[src/rtl/truth_table_scanner_pkg.sv]
// Shared constants and state encoding for the truth table scanner.
package truth_table_scanner_pkg;

  localparam int MINTERM_W = 3;
  localparam int TABLE_W = 8;
  localparam logic [TABLE_W-1:0] DEFAULT_EXPECTED = 8'hE0;

  typedef enum logic [1:0] {
    IDLE   = 2'd0,
    DRIVE  = 2'd1,
    SAMPLE = 2'd2,
    FINISH = 2'd3
  } scan_state_t;

endpackage

[src/rtl/truth_table_scanner_if.sv]
// Scanner-side (master) and function-block-side (slave) view of the scan bus.
interface truth_table_scanner_if;
  import truth_table_scanner_pkg::*;

  logic                 start;
  logic                 s;
  logic                 a;
  logic                 b;
  logic                 c;
  logic [MINTERM_W-1:0] m;
  logic                 busy;
  logic                 done;
  logic [TABLE_W-1:0]   truth_table;
  logic                 match;

  modport master (
    input  start, s,
    output a, b, c, m, busy, done, truth_table, match
  );

  modport slave (
    output start, s,
    input  a, b, c, m, busy, done, truth_table, match
  );

endinterface

[src/rtl/truth_table_scanner_scan_settle_cnt.sv]
// 4-bit loadable down-counter; last flags the final settle cycle of a minterm.
module scan_settle_cnt (
  input  logic       clk,
  input  logic       reset,
  input  logic       load,
  input  logic [3:0] load_value,
  output logic       last
);

  logic [3:0] count_q;

  always_ff @(posedge clk or posedge reset) begin
    if (reset) begin
      count_q <= 4'd0;
    end else if (load) begin
      count_q <= load_value;
    end else if (count_q != 4'd0) begin
      count_q <= count_q - 4'd1;
    end
  end

  assign last = (count_q == 4'd1);

endmodule

[src/rtl/truth_table_scanner.sv]
// Walks minterms 0..7 on a/b/c, captures s into an 8-bit truth table.
// Define SCAN_COMPARE_EN to build the comparator that drives match.
module truth_table_scanner
  import truth_table_scanner_pkg::*;
#(
  parameter int                 SETTLE   = 1,
  parameter logic [TABLE_W-1:0] EXPECTED = DEFAULT_EXPECTED
) (
  input logic                   clk,
  input logic                   reset,
  truth_table_scanner_if.master bus
);

  if (SETTLE < 1 || SETTLE > 15) begin : g_bad_settle
    $error("truth_table_scanner: SETTLE must be in 1..15");
  end

  scan_state_t          state_q;
  scan_state_t          state_d;
  logic [MINTERM_W-1:0] m_q;
  logic [TABLE_W-1:0]   table_q;
  logic [TABLE_W-1:0]   table_sampled;
  logic                 load_cnt;
  logic                 cnt_last;
  logic                 m_last;

  assign m_last = (m_q == 3'd7);

  scan_settle_cnt u_settle_cnt (
    .clk        (clk),
    .reset      (reset),
    .load       (load_cnt),
    .load_value (4'(SETTLE)),
    .last       (cnt_last)
  );

  // The counter is reloaded whenever we are not settling, so every DRIVE entry starts at SETTLE.
  always_comb begin
    state_d  = state_q;
    load_cnt = 1'b0;
    case (state_q)
      IDLE: begin
        load_cnt = 1'b1;
        if (bus.start) state_d = DRIVE;
      end
      DRIVE: begin
        if (cnt_last) state_d = SAMPLE;
      end
      SAMPLE: begin
        load_cnt = 1'b1;
        state_d  = m_last ? FINISH : DRIVE;
      end
      FINISH: begin
        state_d = IDLE;
      end
      default: begin
        state_d = IDLE;
      end
    endcase
  end

  always_comb begin
    table_sampled      = table_q;
    table_sampled[m_q] = bus.s;
  end

  always_ff @(posedge clk or posedge reset) begin
    if (reset) begin
      state_q <= IDLE;
    end else begin
      state_q <= state_d;
    end
  end

  always_ff @(posedge clk or posedge reset) begin
    if (reset) begin
      m_q     <= '0;
      table_q <= '0;
    end else begin
      case (state_q)
        IDLE: begin
          if (bus.start) begin
            m_q     <= '0;
            table_q <= '0;
          end
        end
        SAMPLE: begin
          table_q <= table_sampled;
          if (!m_last) m_q <= m_q + 3'd1;
        end
        FINISH: begin
          m_q <= '0;
        end
        default: begin
        end
      endcase
    end
  end

`ifdef SCAN_COMPARE_EN
  logic match_q;

  // Compared against the table including the final sample, so match is valid alongside done.
  always_ff @(posedge clk or posedge reset) begin
    if (reset) begin
      match_q <= 1'b0;
    end else if (state_q == IDLE && bus.start) begin
      match_q <= 1'b0;
    end else if (state_q == SAMPLE && m_last) begin
      match_q <= (table_sampled == EXPECTED);
    end
  end

  assign bus.match = match_q;
`else
  logic unused_expected;
  assign unused_expected = ^EXPECTED;
  assign bus.match       = 1'b0;
`endif

  assign {bus.a, bus.b, bus.c} = m_q;
  assign bus.m                 = m_q;
  assign bus.busy              = (state_q == DRIVE) || (state_q == SAMPLE);
  assign bus.done              = (state_q == FINISH);
  assign bus.truth_table       = table_q;

endmodule

[src/flat_wrapper.sv]
// flat-port wrapper written by rule: the top's interface ports become plain ports
module truth_table_scanner_flat import truth_table_scanner_pkg::*;
#(
  parameter int                 SETTLE   = 1,
  parameter logic [TABLE_W-1:0] EXPECTED = DEFAULT_EXPECTED
)
  (clk, reset, bus_start, bus_s, bus_a, bus_b, bus_c, bus_m, bus_busy, bus_done, bus_truth_table, bus_match);
  truth_table_scanner_if bus_i ();
  input logic clk;
  input logic reset;
  input wire logic [$bits(bus_i.start)-1:0] bus_start;
  input wire logic [$bits(bus_i.s)-1:0] bus_s;
  output wire logic [$bits(bus_i.a)-1:0] bus_a;
  output wire logic [$bits(bus_i.b)-1:0] bus_b;
  output wire logic [$bits(bus_i.c)-1:0] bus_c;
  output wire logic [$bits(bus_i.m)-1:0] bus_m;
  output wire logic [$bits(bus_i.busy)-1:0] bus_busy;
  output wire logic [$bits(bus_i.done)-1:0] bus_done;
  output wire logic [$bits(bus_i.truth_table)-1:0] bus_truth_table;
  output wire logic [$bits(bus_i.match)-1:0] bus_match;
  assign bus_i.start = bus_start;
  assign bus_i.s = bus_s;
  assign bus_a = bus_i.a;
  assign bus_b = bus_i.b;
  assign bus_c = bus_i.c;
  assign bus_m = bus_i.m;
  assign bus_busy = bus_i.busy;
  assign bus_done = bus_i.done;
  assign bus_truth_table = bus_i.truth_table;
  assign bus_match = bus_i.match;
  truth_table_scanner #(.SETTLE(SETTLE), .EXPECTED(EXPECTED)) u_core (.clk(clk), .reset(reset), .bus(bus_i));
endmodule
[config.mk]
export PLATFORM = sky130hd
export DESIGN_NAME = truth_table_scanner_flat
export DESIGN_NICKNAME = d
export VERILOG_FILES = /design/src/rtl/truth_table_scanner_pkg.sv /design/src/rtl/truth_table_scanner_if.sv /design/src/rtl/truth_table_scanner_scan_settle_cnt.sv /design/src/rtl/truth_table_scanner.sv /design/src/flat_wrapper.sv
export SDC_FILE = /design/constraint.sdc
export NUM_CORES = 1
export LEC_CHECK = 0
export ABC_AREA = 1
export CORE_MARGIN = 1.5
export CORE_UTILIZATION = 40
export DETAILED_ROUTE_END_ITERATION = 7
export MAX_ROUTING_LAYER = met4
export PLACE_DENSITY = 0.65
export SYNTH_ARGS = -nofsm -noshare
export SYNTH_HDL_FRONTEND = slang
export SYNTH_SLANG_ARGS = --single-unit
[constraint.sdc]
create_clock -name clk -period 2.8 [get_ports clk]
set_input_delay 0.42 -clock clk [delete_from_list [all_inputs] [get_ports clk]]
set_output_delay 0.42 -clock clk [all_outputs]
set_load 0.01 [all_outputs]
# After elaboration in Yosys (flattened, before gate mapping)
# Index checks and enable logic that the tools add are counted.
classes:
  add_sub_neg: 2
  mul: 0
  n_div: 0
  magnitude_cmp: 2
  n_eq_ne: 8
  shifts: 0
  muxes: 15
  bitwise: 0
  n_reduce_logical: 11
op_table:
  columns: ["cell", "n"]
  rows:
  - ["$pmux 8 s2", 1]
  - ["$pmux 3 s3", 1]
  - ["$bwmux 8", 1]
  - ["$mux 4", 2]
  - ["$mux 8", 1]
  - ["$pmux 2 s4", 1]
  - ["$mux 2", 3]
  - ["$mux 3", 2]
  - ["$eq 2x2->1 const B", 2]
  - ["$eq 4x1->1 const B", 1]
  - ["$lt 3x4->1 const B", 1]
  - ["$ne 2x2->1 const B", 2]
  - ["$reduce_and 2->1", 2]
  - ["$reduce_bool 2->1", 2]
  - ["$reduce_bool 4->1", 1]
  - ["$sub 4x1->4 const B", 1]
  - ["$add 3x1->3 const B", 1]
  - ["$demux 1 s3", 1]
  - ["$eq 3x3->1 const B", 1]
  - ["$ge 3x1->1 const B", 1]
  - ["$reduce_and 3->1", 1]
  - ["$reduce_bool 3->1", 1]
  - ["$eq 2x1->1 const B", 1]
  - ["$logic_not 2->1", 1]
  - ["other kinds (5)", 6]
totals:
  ff_bits: 17
  latch_bits: 0
  mem_bits_rw: 0
  romBits: 0
  in_bits: 4
  elab_cells: 42
  memories: 0

# Logic depth before layout (Yosys ltp)
depth:
  depth_word: 6
  ltp_mapped: 8
  ltp_nobuf: 8

# By module
# Synthesis repeated with hierarchy kept, for this count alone.
hier_totals:
  hier_cells: 153
  hier_area_um2: 1104.8
modules_own_cells:
  columns: ["mod", "n_inst", "cells_each", "area_per_inst_um2"]
  rows:
  - ["truth_table_scanner", 1, 116, 827.0]
  - ["scan_settle_cnt", 1, 37, 277.8]

# Least setup slack after synthesis
# Ideal clock, no wire load.
synth_timing:
  kind: "reg-to-reg"
  startpoint: "register u_core.m_q[0], in the netlist u_core.bus.m[0]"
  endpoint: "register u_core.m_q[2], in the netlist u_core.bus.m[2]"
  t_arrival_ps: 1214
  required_ps: 2674
  path_slack_ps: 1460
  path_stages_with_launch: 7
  path_buffers: 0
  cell_sequence: "dfrtp_1 > ha_1 > ha_1 > nand2_1 > nand3_1 > nand2_1 > o21ai_0"
synth_via:
  elab_chain_cells: 3
synth_lines:
  columns: ["element", "line_no", "text"]
  rows:
  - ["start: declaration", "truth_table_scanner.sv:20", "logic [MINTERM_W-1:0] m_q;"]
  - ["start signal: assignment", "truth_table_scanner.sv:89", "if (!m_last) m_q <= m_q + 3'd1;"]
  - ["$add 3x1->3 or $eq 3x3->1 (tied branches)", "truth_table_scanner.sv:89, truth_table_scanner.sv:27", null]
  - ["$mux 3 or $ne 2x2->1 (tied branches)", null, null]
  - ["$pmux 3 s3 or $reduce_and 3->1 (tied branches)", null, null]
# Several ways; a longest one is shown, not always the timed one. The select of a mux whose other input is x is not followed.
# A chain may end at the register's enable or synchronous reset.

# Worst setup path in the final report
layout_timing:
  startpoint: "register u_core.state_q[1]"
  endpoint: "output bus_busy"
layout_via:
  elab_chain_cells: 2
layout_lines:
  columns: ["element", "line_no", "text"]
  rows:
  - ["start: declaration", "truth_table_scanner.sv:18", "scan_state_t state_q;"]
  - ["start signal: assignment", "truth_table_scanner.sv:71", "state_q <= state_d;"]
  - ["$eq 2x1->1 or $eq 2x2->1 (tied branches)", "truth_table_scanner.sv:123", "assign bus.busy = (state_q == DRIVE) || (state_q == SAMPLE);"]
  - ["$logic_or 1x1->1 (*)", "truth_table_scanner.sv:123", null]
  - ["end: declaration", "flat_wrapper.sv:17", "output wire logic [$bits(bus_i.busy)-1:0] bus_busy;"]
# Mark *: on every way between the ends. The rest lies on a longest branch, timed or not.

==> out/results.ini <==
[status]
status=finished, final reports clean

[floorplanning]
row_count=18
start_util=0.421
die_x_um=54.0
coreArea_mm2=0.00248
io_pins=21
dieArea_mm2=0.00292
die_y_um=54.0

[routing]
drt_wl_total_mm=2.04
drt_iter0_markers=16
via_per_inst=4.74
ant_nets=0
wl_per_cell_um=10.7
drc=0
first_pass_iters=4
dr_total_vias=906

[critical_path]
max_stage_delay_ps=520
cp.arrival_ps=1640
crit_path_start_kind=register
crit_buf_inv=2
crit_fanout=4
required_ps=2380
cp-end-kind=primary output
crit_slowest_cell=clkdlybuf4s50_1
worstSetupPathType=reg2out
critPathTopFamily=buffers and inverters
path_cells=inv_1 -> ha_1 -> clkdlybuf4s50_1

[sta]
period_share=0.734
fin_tns_setup_ps=0
final-hold-violation-count=0
finClkSkew_ps=9.43
fin_hold_ws_ps=481
final-setup-viol-count=0
fmax_mhz=487
rsz0062_at_grt=false
slew_viol_final=0
fin_crit_ps=2060
tightest_slew_ps=688
worst_slack_ps=745
relSlewSlack=0.541

[finish]
finalNetCount=174
num_antenna_cells=0
drive_above_1_share=0.0559
multiInputGateArea_um2=514
fillCellCount=253
syn2layout_area_growth_pct=21.1
final_core_util=0.510
seq_area_um2=425

[placement]
io_buffers=19
dpl.hpwl_mm=1.56
gp_congestion=0.737
preCtsSetupSlack_ps=1060

[clock_network]
cts.sinks=17
clkLatencyLatePin_ps=300
htree_num_levels=1
hold_buffers=0
cts_resized=0
post_cts_buffers=0
cts_tree=done
cts.clk_slew.worst_paths_ps=100
clk_path_buf_depth=2
cts_buffers=3
cts_root_buf=clkbuf_4

[global_route]
grt_max_degree=18
grt_remaining_overflow=0
grt_usage=0.176
grt_pass1_vias=855
antenna_found_initial=0
grt_pass1_wl_mm=3.61

[synthesis]
async_flop_share=1.00
synth_top_cell_by_area=dfrtp_1
synth-seq-area-share=0.408
syn_nets=155
avgSynthCellArea_um2=7.29
synth-edff-count=0
post-synth-top-count-cell=nand2_1
synthCells=143
synth-xor-area-share=0
synth-compound-area-share=0.0288
netlist_area_mm2=0.00104
synth_top_cells_by_area=dfrtp_1 (41%), nand2_1 (22%), ha_1 (9.6%), nand3_1 (8.2%), inv_1 (6.5%)
yosysWarnings=0
synth_top_family_by_area=simple AND/OR/NAND/NOR gates
synth_adder_area_share=0.0960
post_synth_num_cell_types=14
synth_flop_cell=dfrtp_1
yosys-top-cells-count=nand2_1 (61), inv_1 (18), dfrtp_1 (17), nand3_1 (17), ha_1 (8)
ys_seq_elements=17
synth-simple-area-share=0.365
synth_top_area_frac=0.408
synth_mux_area_frac=0

[job]
cap_violations=0

[pwr]
vdd_drop_max_mv=0.479
power.leakage_nw=0.685
power.density_mw_per_mm2=803

[min_path]
hold_class=reg2reg

final cells by class:
class,count,area share
well taps,30,0.0297
clock inverters,1,0.00396
repair buffers,19,0.151
flip-flops and latches,17,0.337
inverters,18,0.0535
clock buffers,3,0.0178
multi-input cells,103,0.407
registers in the layout (all words and copies together) (netlist names):
| register | count |
|---|---|
| u_core.bus.m | 3 |
| u_core.bus.truth_table | 8 |
| u_core.state_q | 2 |
| u_core.u_settle_cnt.count_q | 4 |
stage by stage:
step	total power [mW]	instance area, um^2	std cells
after CTS	1.03	1260	191
after detailed placement	0.890	1230	187
after floorplan	0.739	1040	143
final	1.01	1260	191
after global routing	1.14	1260	191
after global placement	0.877	1230	187
layout by cell type, fill, tap and decap left out:
| cell type | n |
|---|---|
| clkbuf_4 | 3 |
| nor2_4 | 2 |
| nand2_1 | 61 |
| ha_1 | 8 |
| dfrtp_1 | 17 |
| clkinv_2 | 1 |
| nor3b_2 | 1 |
| a21oi_1 | 1 |
| inv_1 | 18 |
| conb_1 | 1 |
| nor2_1 | 5 |
| nor2_2 | 2 |
| o21ai_0 | 5 |
| clkdlybuf4s50_1 | 19 |
| nand3_1 | 17 |
per-layer routing:
metal	vias to the layer above	wire (um)	GRT usage	share of wire
met5	-	0	-	0
met4	0	13	0.0375	0.0064
met3	2	85	0.0583	0.042
met2	17	1020	0.291	0.50
met1	413	925	0.210	0.45
li1	474	-	-	-
where the power goes:
part / total [mW] / leakage, nW / internal (mW) / switching [mW]
clock: 0.133 / 0.0177 / 0.0532 / 0.0793
combinational: 0.540 / 0.439 / 0.214 / 0.326
sequential: 0.342 / 0.228 / 0.291 / 0.0503
worst reg2reg max path, cell delays in order (launching register included):
cell and delay [ps]:
dfrtp_1 430, inv_1 100, ha_1 460, nor2_2 160
nor2_4 240, nand2_1 100, nand2_1 60, nand2_1 50
logic make-up after synthesis:
| group | after synthesis |
|---|---|
| simple gates | 88 |
| buf+inv | 23 |
| flops | 17 |
| fa+ha+maj | 8 |
| compound gates | 6 |
| other cells | 1 |
final timing paths:
kind	start	end	slack (ps)	depth (start not counted)
hold / removal	u_core.bus.truth_table[6]	u_core.bus.truth_table[6]	480	2
min in group asynchronous	reset	u_core.bus.truth_table[2]	510	2
hold reg to reg	u_core.bus.truth_table[6]	u_core.bus.truth_table[6]	480	2
setup / recovery	u_core.state_q[1]	bus_busy	740	3
setup reg to reg	u_core.state_q[0]	u_core.bus.truth_table[5]	1080	7
max in group asynchronous	reset	u_core.bus.truth_table[4]	1840	2
(Power assumes the default switching activity.)
